[config.mk]
export PLATFORM = sky130hd
export DESIGN_NAME = orb_frame_reader
export DESIGN_NICKNAME = d
export VERILOG_FILES = /design/src/rtl/orb_pkg.sv /design/src/rtl/orb_serializer.sv /design/src/rtl/orb_frame_reader.sv
export SDC_FILE = /design/constraint.sdc
export NUM_CORES = 1
export LEC_CHECK = 0
export ABC_CLOCK_PERIOD_IN_PS = 2000
export CORE_UTILIZATION = 35
export DETAILED_ROUTE_END_ITERATION = 6
export PLACE_DENSITY = 0.56
export RECOVER_POWER = 100
export SETUP_SLACK_MARGIN = 0.05
export SKIP_LAST_GASP = 1
export SYNTH_ARGS = -nofsm -noshare
export SYNTH_HDL_FRONTEND = slang
export SYNTH_SLANG_ARGS = --single-unit
export TNS_END_PERCENT = 100
[constraint.sdc]
create_clock -name clk -period 2 [get_ports clk]
set_input_delay 0.4 -clock clk [delete_from_list [all_inputs] [get_ports clk]]
set_output_delay 0.4 -clock clk [all_outputs]
set_load 0.03 [all_outputs]
[src/rtl/orb_pkg.sv]
// Purpose: width constants and reader FSM encoding shared by the orbital packer/reader pair.
// Latency: none; declarations only.
// Backpressure: none.
package orb_pkg;

  localparam int ORB_WORD_W      = 12;
  localparam int ORB_ADDR_W      = 11;
  localparam int ORB_FRAME_WORDS = 2048;

  typedef enum logic [2:0] {
    IDLE,
    FETCH,
    WAIT,
    LOAD,
    SHIFT
  } orbState_t;

endpackage

[src/rtl/orb_serializer.sv]
// Purpose: holds one telemetry word and shifts it out MSB-first, one bit per bitTick.
// Latency: loaded word appears on orbBit the cycle after load; wordDone one cycle after the last tick.
// Backpressure: none; ticks are ignored unless shiftEn is high.
//
// Ports:
//   clk, rst        clock, async active-low reset
//   load, loadData  capture a new word (first bit visible next cycle)
//   shiftEn         ticks only count while the owner is in its shift phase
//   bitTick         one-cycle pulse advancing to the next bit
//   orbBit          current serial bit
//   lastTick        combinational: the tick closing the final bit period is present now
//   wordDone        registered one-cycle pulse following lastTick
module orb_serializer
  import orb_pkg::*;
#(
  parameter int WORD_W = ORB_WORD_W
) (
  input  logic              clk,
  input  logic              rst,
  input  logic              load,
  input  logic [WORD_W-1:0] loadData,
  input  logic              shiftEn,
  input  logic              bitTick,
  output logic              orbBit,
  output logic              lastTick,
  output logic              wordDone
);

  localparam int CNT_W = $clog2(WORD_W);

  logic [WORD_W-1:0] shreg;
  logic [CNT_W-1:0]  bitCnt;
  logic              tickHit;

  assign tickHit  = shiftEn & bitTick;
  assign lastTick = tickHit & (bitCnt == CNT_W'(WORD_W - 1));
  // The output bit is the register MSB, so it is cleared by reset and
  // follows a load or shift with no extra flop.
  assign orbBit   = shreg[WORD_W-1];

  always_ff @(posedge clk or negedge rst) begin
    if (!rst) begin
      shreg    <= '0;
      bitCnt   <= '0;
      wordDone <= 1'b0;
    end else begin
      wordDone <= lastTick;
      if (load) begin
        shreg  <= loadData;
        bitCnt <= '0;
      end else if (tickHit && !lastTick) begin
        // The final bit is left in place so the line holds it after the word ends.
        shreg  <= {shreg[WORD_W-2:0], 1'b0};
        bitCnt <= bitCnt + CNT_W'(1);
      end
    end
  end

endmodule

[src/rtl/orb_frame_reader.sv]
// Purpose: fetches telemetry words from the double-buffered frame RAM and serialises them; owns page toggle SW.
// Latency: req edge to rdEn is 3 clk; rdData captured RD_LAT clk after rdEn; first bit out the cycle after capture.
// Backpressure: one word in flight; a req edge while busy is dropped and flagged in sticky overrun.
//
// Ports:
//   clk, rst        clock, async active-low reset
//   req             asynchronous word request, one rising edge per word
//   bitTick         one-cycle bit pacing pulse
//   rdData          RAM read data, valid RD_LAT cycles after rdEn
//   rdAddr, rdEn    RAM read address and one-cycle read enable
//   orbBit          serial output, MSB first
//   busy            fetch start until the last bit period has ended
//   wordDone        one-cycle pulse after each word's last bit period
//   SW              frame page select, toggles on each frame wrap
//   frameStart      pulse with rdEn when word address 0 is fetched
//   overrun         sticky, request edge seen while busy
module orb_frame_reader
  import orb_pkg::*;
#(
  parameter int ADDR_W      = ORB_ADDR_W,
  parameter int WORD_W      = ORB_WORD_W,
  parameter int FRAME_WORDS = ORB_FRAME_WORDS,
  parameter int RD_LAT      = 1
) (
  input  logic              clk,
  input  logic              rst,
  input  logic              req,
  input  logic              bitTick,
  input  logic [WORD_W-1:0] rdData,
  output logic [ADDR_W-1:0] rdAddr,
  output logic              rdEn,
  output logic              orbBit,
  output logic              busy,
  output logic              wordDone,
  output logic              SW,
  output logic              frameStart,
  output logic              overrun
);

  localparam logic [ADDR_W-1:0] LAST_ADDR = ADDR_W'(FRAME_WORDS - 1);

  orbState_t         state, stateNxt;
  logic [1:0]        reqSync;
  logic              reqOld, reqEdge;
  logic              issue, loadWord, lastTick;
  logic [1:0]        latCnt, latCntNxt;
  logic [ADDR_W-1:0] wordCnt;

  // Two-flop synchroniser plus history flop for rising-edge detection.
  always_ff @(posedge clk or negedge rst) begin
    if (!rst) begin
      reqSync <= 2'b00;
      reqOld  <= 1'b0;
    end else begin
      reqSync <= {reqSync[0], req};
      reqOld  <= reqSync[1];
    end
  end

  assign reqEdge = reqSync[1] & ~reqOld;

  always_ff @(posedge clk or negedge rst) begin
    if (!rst) state <= IDLE;
    else      state <= stateNxt;
  end

  // busy lingers for the wordDone cycle, so an edge there is refused even
  // though the FSM is already back in IDLE.
  always_comb begin
    stateNxt  = state;
    latCntNxt = latCnt;
    issue     = 1'b0;
    loadWord  = 1'b0;
    case (state)
      IDLE: begin
        if (reqEdge && !busy) begin
          issue    = 1'b1;
          stateNxt = FETCH;
        end
      end
      FETCH: begin
        latCntNxt = 2'(RD_LAT - 1);
        stateNxt  = (RD_LAT == 1) ? LOAD : WAIT;
      end
      WAIT: begin
        latCntNxt = latCnt - 2'd1;
        if (latCnt == 2'd1) stateNxt = LOAD;
      end
      LOAD: begin
        loadWord = 1'b1;
        stateNxt = SHIFT;
      end
      SHIFT: begin
        if (lastTick) stateNxt = IDLE;
      end
      default: stateNxt = IDLE;
    endcase
  end

  always_ff @(posedge clk or negedge rst) begin
    if (!rst) begin
      latCnt     <= 2'd0;
      rdEn       <= 1'b0;
      rdAddr     <= '0;
      frameStart <= 1'b0;
      busy       <= 1'b0;
      overrun    <= 1'b0;
      wordCnt    <= '0;
      SW         <= 1'b0;
    end else begin
      latCnt     <= latCntNxt;
      rdEn       <= issue;
      frameStart <= issue && (wordCnt == '0);
      if (issue) rdAddr <= wordCnt;

      if (issue)         busy <= 1'b1;
      else if (wordDone) busy <= 1'b0;

      if (reqEdge && busy) overrun <= 1'b1;

      // Counter and page flip land on the same edge that raises wordDone.
      if (lastTick) begin
        if (wordCnt == LAST_ADDR) begin
          wordCnt <= '0;
          SW      <= ~SW;
        end else begin
          wordCnt <= wordCnt + ADDR_W'(1);
        end
      end
    end
  end

  orb_serializer #(
    .WORD_W (WORD_W)
  ) uSer (
    .clk      (clk),
    .rst      (rst),
    .load     (loadWord),
    .loadData (rdData),
    .shiftEn  (state == SHIFT),
    .bitTick  (bitTick),
    .orbBit   (orbBit),
    .lastTick (lastTick),
    .wordDone (wordDone)
  );

endmodule

==> results.tsv <==
stage	metric	value	unit
run_status	status	finished, final reports clean	
setup_path	crit-path max FO	2	
synthesis	Yosys top cell area share	56.3	%
grt	GR Util All Layers	14.0	%
power_and_ir_drop	internal power	0.00197	W
synthesis	register area share after synthesis	56.3	%
synthesis	Net Count, Synth	223	
synthesis	Yosys cell types	41	
sta	skew final	0.00828	ns
grt	first-pass GRT wire length	7.65	mm
floorplanning	Die ar.	6940	sq um
setup_path	CP arrival	1.44	ns
synthesis	largest cells by area after synthesis	dfrtp_1 56%, mux2_4 4.5%, nand2_1 4.2%	
setup_path	CP peak stage delay	0.75	ns
clocking	Longest Clk Path Bufs	2	
power_and_ir_drop	pwr/cell area	1080	nW/um^2
sta	FMAX	543	MHz
clocking	Reg clk slew, reported paths	0.09	ns
clocking	H-tree depth	2	
synthesis	ys async rst share	100	%
clocking	hold_buf cts	0	
sta	unrepaired setup endpoints after global routing	no	
sta	setup TNS	0	ns
setup_path	worst-path cell chain	dlygate4sd3_1	
synthesis	Mapped Area	2310	sq um
synthesis	Avg Inst Size Synth	11.4	sq um
synthesis	Yosys top cell by area	dfrtp_1	
grt	largest net degree at the start of global routing	34	
setup_path	Crit Path Class	reg -> out	
placement	Routability Congestion	0.729	
clocking	CTS resizes	0	
route	Vias/cell	4.98	
route	ANT nets after route	0	
layout	fin nets	259	
floorplanning	Die Width	83.3	microns
layout	proportion of layout cells with a drive suffix above 1	8.75	%
route	DRT iter0 DRCs	94	
grt	vias in the first global route	1582	
placement	Port Buf Inserts	33	
sta	actual slew at the worst max-slew pin	1.12	ns
clocking	CTS tree	done	
synthesis	commonest register cell after synthesis	dfrtp_1	
route	WL/cell	13.6	microns
layout	Antenna Cells	0	
power_and_ir_drop	sw power	0.00102	W
setup_path	slowest cell on the critical path	dlygate4sd3_1	
setup_path	CP Buf/Inv Count	1	
clocking	CTS Buf Count	5	
layout	final non-filler cell total	317	
layout	post-layout util	43.7	%
route	# DRC	0	
power_and_ir_drop	Clock power frac	20.7	%
sta	worst relative slew slack	25.4	%
sta	final worst path period share	92.0	%
clocking	clk root buf	clkbuf_8	
power_and_ir_drop	Seq pwr share	51.2	%
hold_path	Hold Path Class	in -> async	
clocking	postcts setup bufs	0	
setup_path	required time worst endpoint	1.60	ns
floorplanning	core area	6350	sq um
clocking	clock sinks	52	
layout	FILL cells	607	
sta	Hold Violations, Final	0	
sta	Tmin final	1.84	ns
clocking	clk_lat worst skew	0.31	ns
setup_path	Critical Path Source Type	flip-flop	
route	Vias	1580	
power_and_ir_drop	Comb power frac	28.0	%
power_and_ir_drop	Sw Ratio	34.2	%
floorplanning	I/O Pins	34	
floorplanning	Initial Utilization	36.4	%
grt	initial antenna violation count	0	
placement	DP Cell Count	309	
route	final wirelength	4.31	mm
setup_path	CP endpoint kind	output port	
placement	hpwl dp	2.97	mm
run	Max Cap Viol	0	
layout	Area growth syn-to-layout	20.0	%
power_and_ir_drop	LEAKAGE	1.35	nW
synthesis	number of flops mapped to enable cells by yosys	0	
setup_path	Largest delay share family, worst path	buffers and inverters	
floorplanning	# rows	29	
sta	Setup-failing EPs final	0	
synthesis	register bit count reported by yosys	52	
sta	fin. max-slew vios	0	
route	Pre-Repair DR Iteration Count	4	
grt	total gr overflow	0	
synthesis	Ys Warns	0	
power_and_ir_drop	maximum VDD drop	0.448	mV
synthesis	cells after synthesis	203	
floorplanning	Die Span Y	83.3	microns
[flip-flops by register name, summed over array words and instances, names as in the netlist]
register	flops
frameStart	1
latCnt	2
rdAddr	11
rdEn	1
state	3
uSer.bitCnt	4
wordCnt	11
busy	1
reqOld	1
uSer.wordDone	1
reqSync	2
overrun	1
SW	1
uSer.shreg	12
[synthesized netlist by cell type, types with 5 or more instances]
master and n:
nor2_1 13, dfrtp_1 52, xor2_1 8, mux2_4 7, a22oi_1 7, nand4_1 6, inv_1 9, nand2_1 26
nand3_1 5, nor3_1 6, o21ai_0 10
[path summary, 6_finish.rpt]
path	startpoint	end	slack [ns]	cells past startpoint
min in group clk	reqSync[0]	reqSync[1]	0.36	0
worst max-delay path	uSer.shreg[11]	orbBit	0.16	1
max in group asynchronous	rst	uSer.shreg[3]	0.98	2
worst max register to register	state[0]	rdAddr[6]	0.33	2
worst min-delay path	rst	rdEn	0.28	1
worst min register to register	reqSync[0]	reqSync[1]	0.36	0
[per-layer routing]
metal | track usage [%] | up-vias | wire length (microns)
li1 | - | 779 | -
met1 | 18.4 | 760 | 2080
met2 | 21.8 | 33 | 1970
met3 | 3.18 | 8 | 172
met4 | 6.58 | 0 | 86
met5 | 0 | - | 0
[per-stage QoR]
step	hold slack, ns	cell area, sq um	worst slack, ns	total power [W]
finish	0.281	2780	0.159	0.00299
global route	0.371	2780	0.109	0.00323
CTS	0.0406	2810	0.212	0.00307
detailed placement	0.341	2720	0.0757	0.00244
global placement	0.333	2720	0.0939	0.00241
floorplan	0.104	2310	0.238	0.00216
[layout make-up]
class | count | area, sq um | share of cell area, %
Clock buffer | 7 | 86.3 | 3.11
Clock inverter | 1 | 7.51 | 0.271
Inverter | 9 | 33.8 | 1.22
Multi-Input combinational cell | 132 | 872 | 31.4
Sequential cell | 52 | 1300 | 46.9
Tap cell | 77 | 96.3 | 3.47
Timing Repair Buffer | 39 | 378 | 13.6
[cell families after synthesis]
| group | Yosys count | synth area share, % |
|---|---|---|
| AO/OA/AOI/OAI | 29 | 8.17 |
| XOR/XNOR | 12 | 4.55 |
| adder cells (fa/ha/maj) | 4 | 2.16 |
| buffers and inverters | 19 | 4.71 |
| flip-flops | 52 | 56.3 |
| multiplexers | 11 | 6.49 |
| AND/OR/NAND/NOR | 76 | 17.6 |
[power by group through the flow]
stage	combinational, W	sequential, W	clock, W
finish	0.000838	0.00153	0.000619
global route	0.000966	0.00158	0.000685
detailed placement	0.000885	0.00155	0
CTS	0.000883	0.00154	0.000654
floorplan	0.000633	0.00153	0
global placement	0.000866	0.00154	0
[layout by cell type (no fill, tap or decap), drive strengths merged, types with 2 or more instances in the layout]
cell,count
dfrtp,52
nand2,27
dlygate4sd3,19
nor2,13
clkdlybuf4s50,13
mux2,11
o21ai,10
inv,9
clkbuf,9
xor2,8
a22oi,7
nor3,6
nand4,6
nand3,5
buf,5
and4,4
xnor2,4
a21oi,4
ha,4
nand3b,3
o22ai,3
and3,2
and3b,2
or4,2
Power figures use the tool's default switching activity.
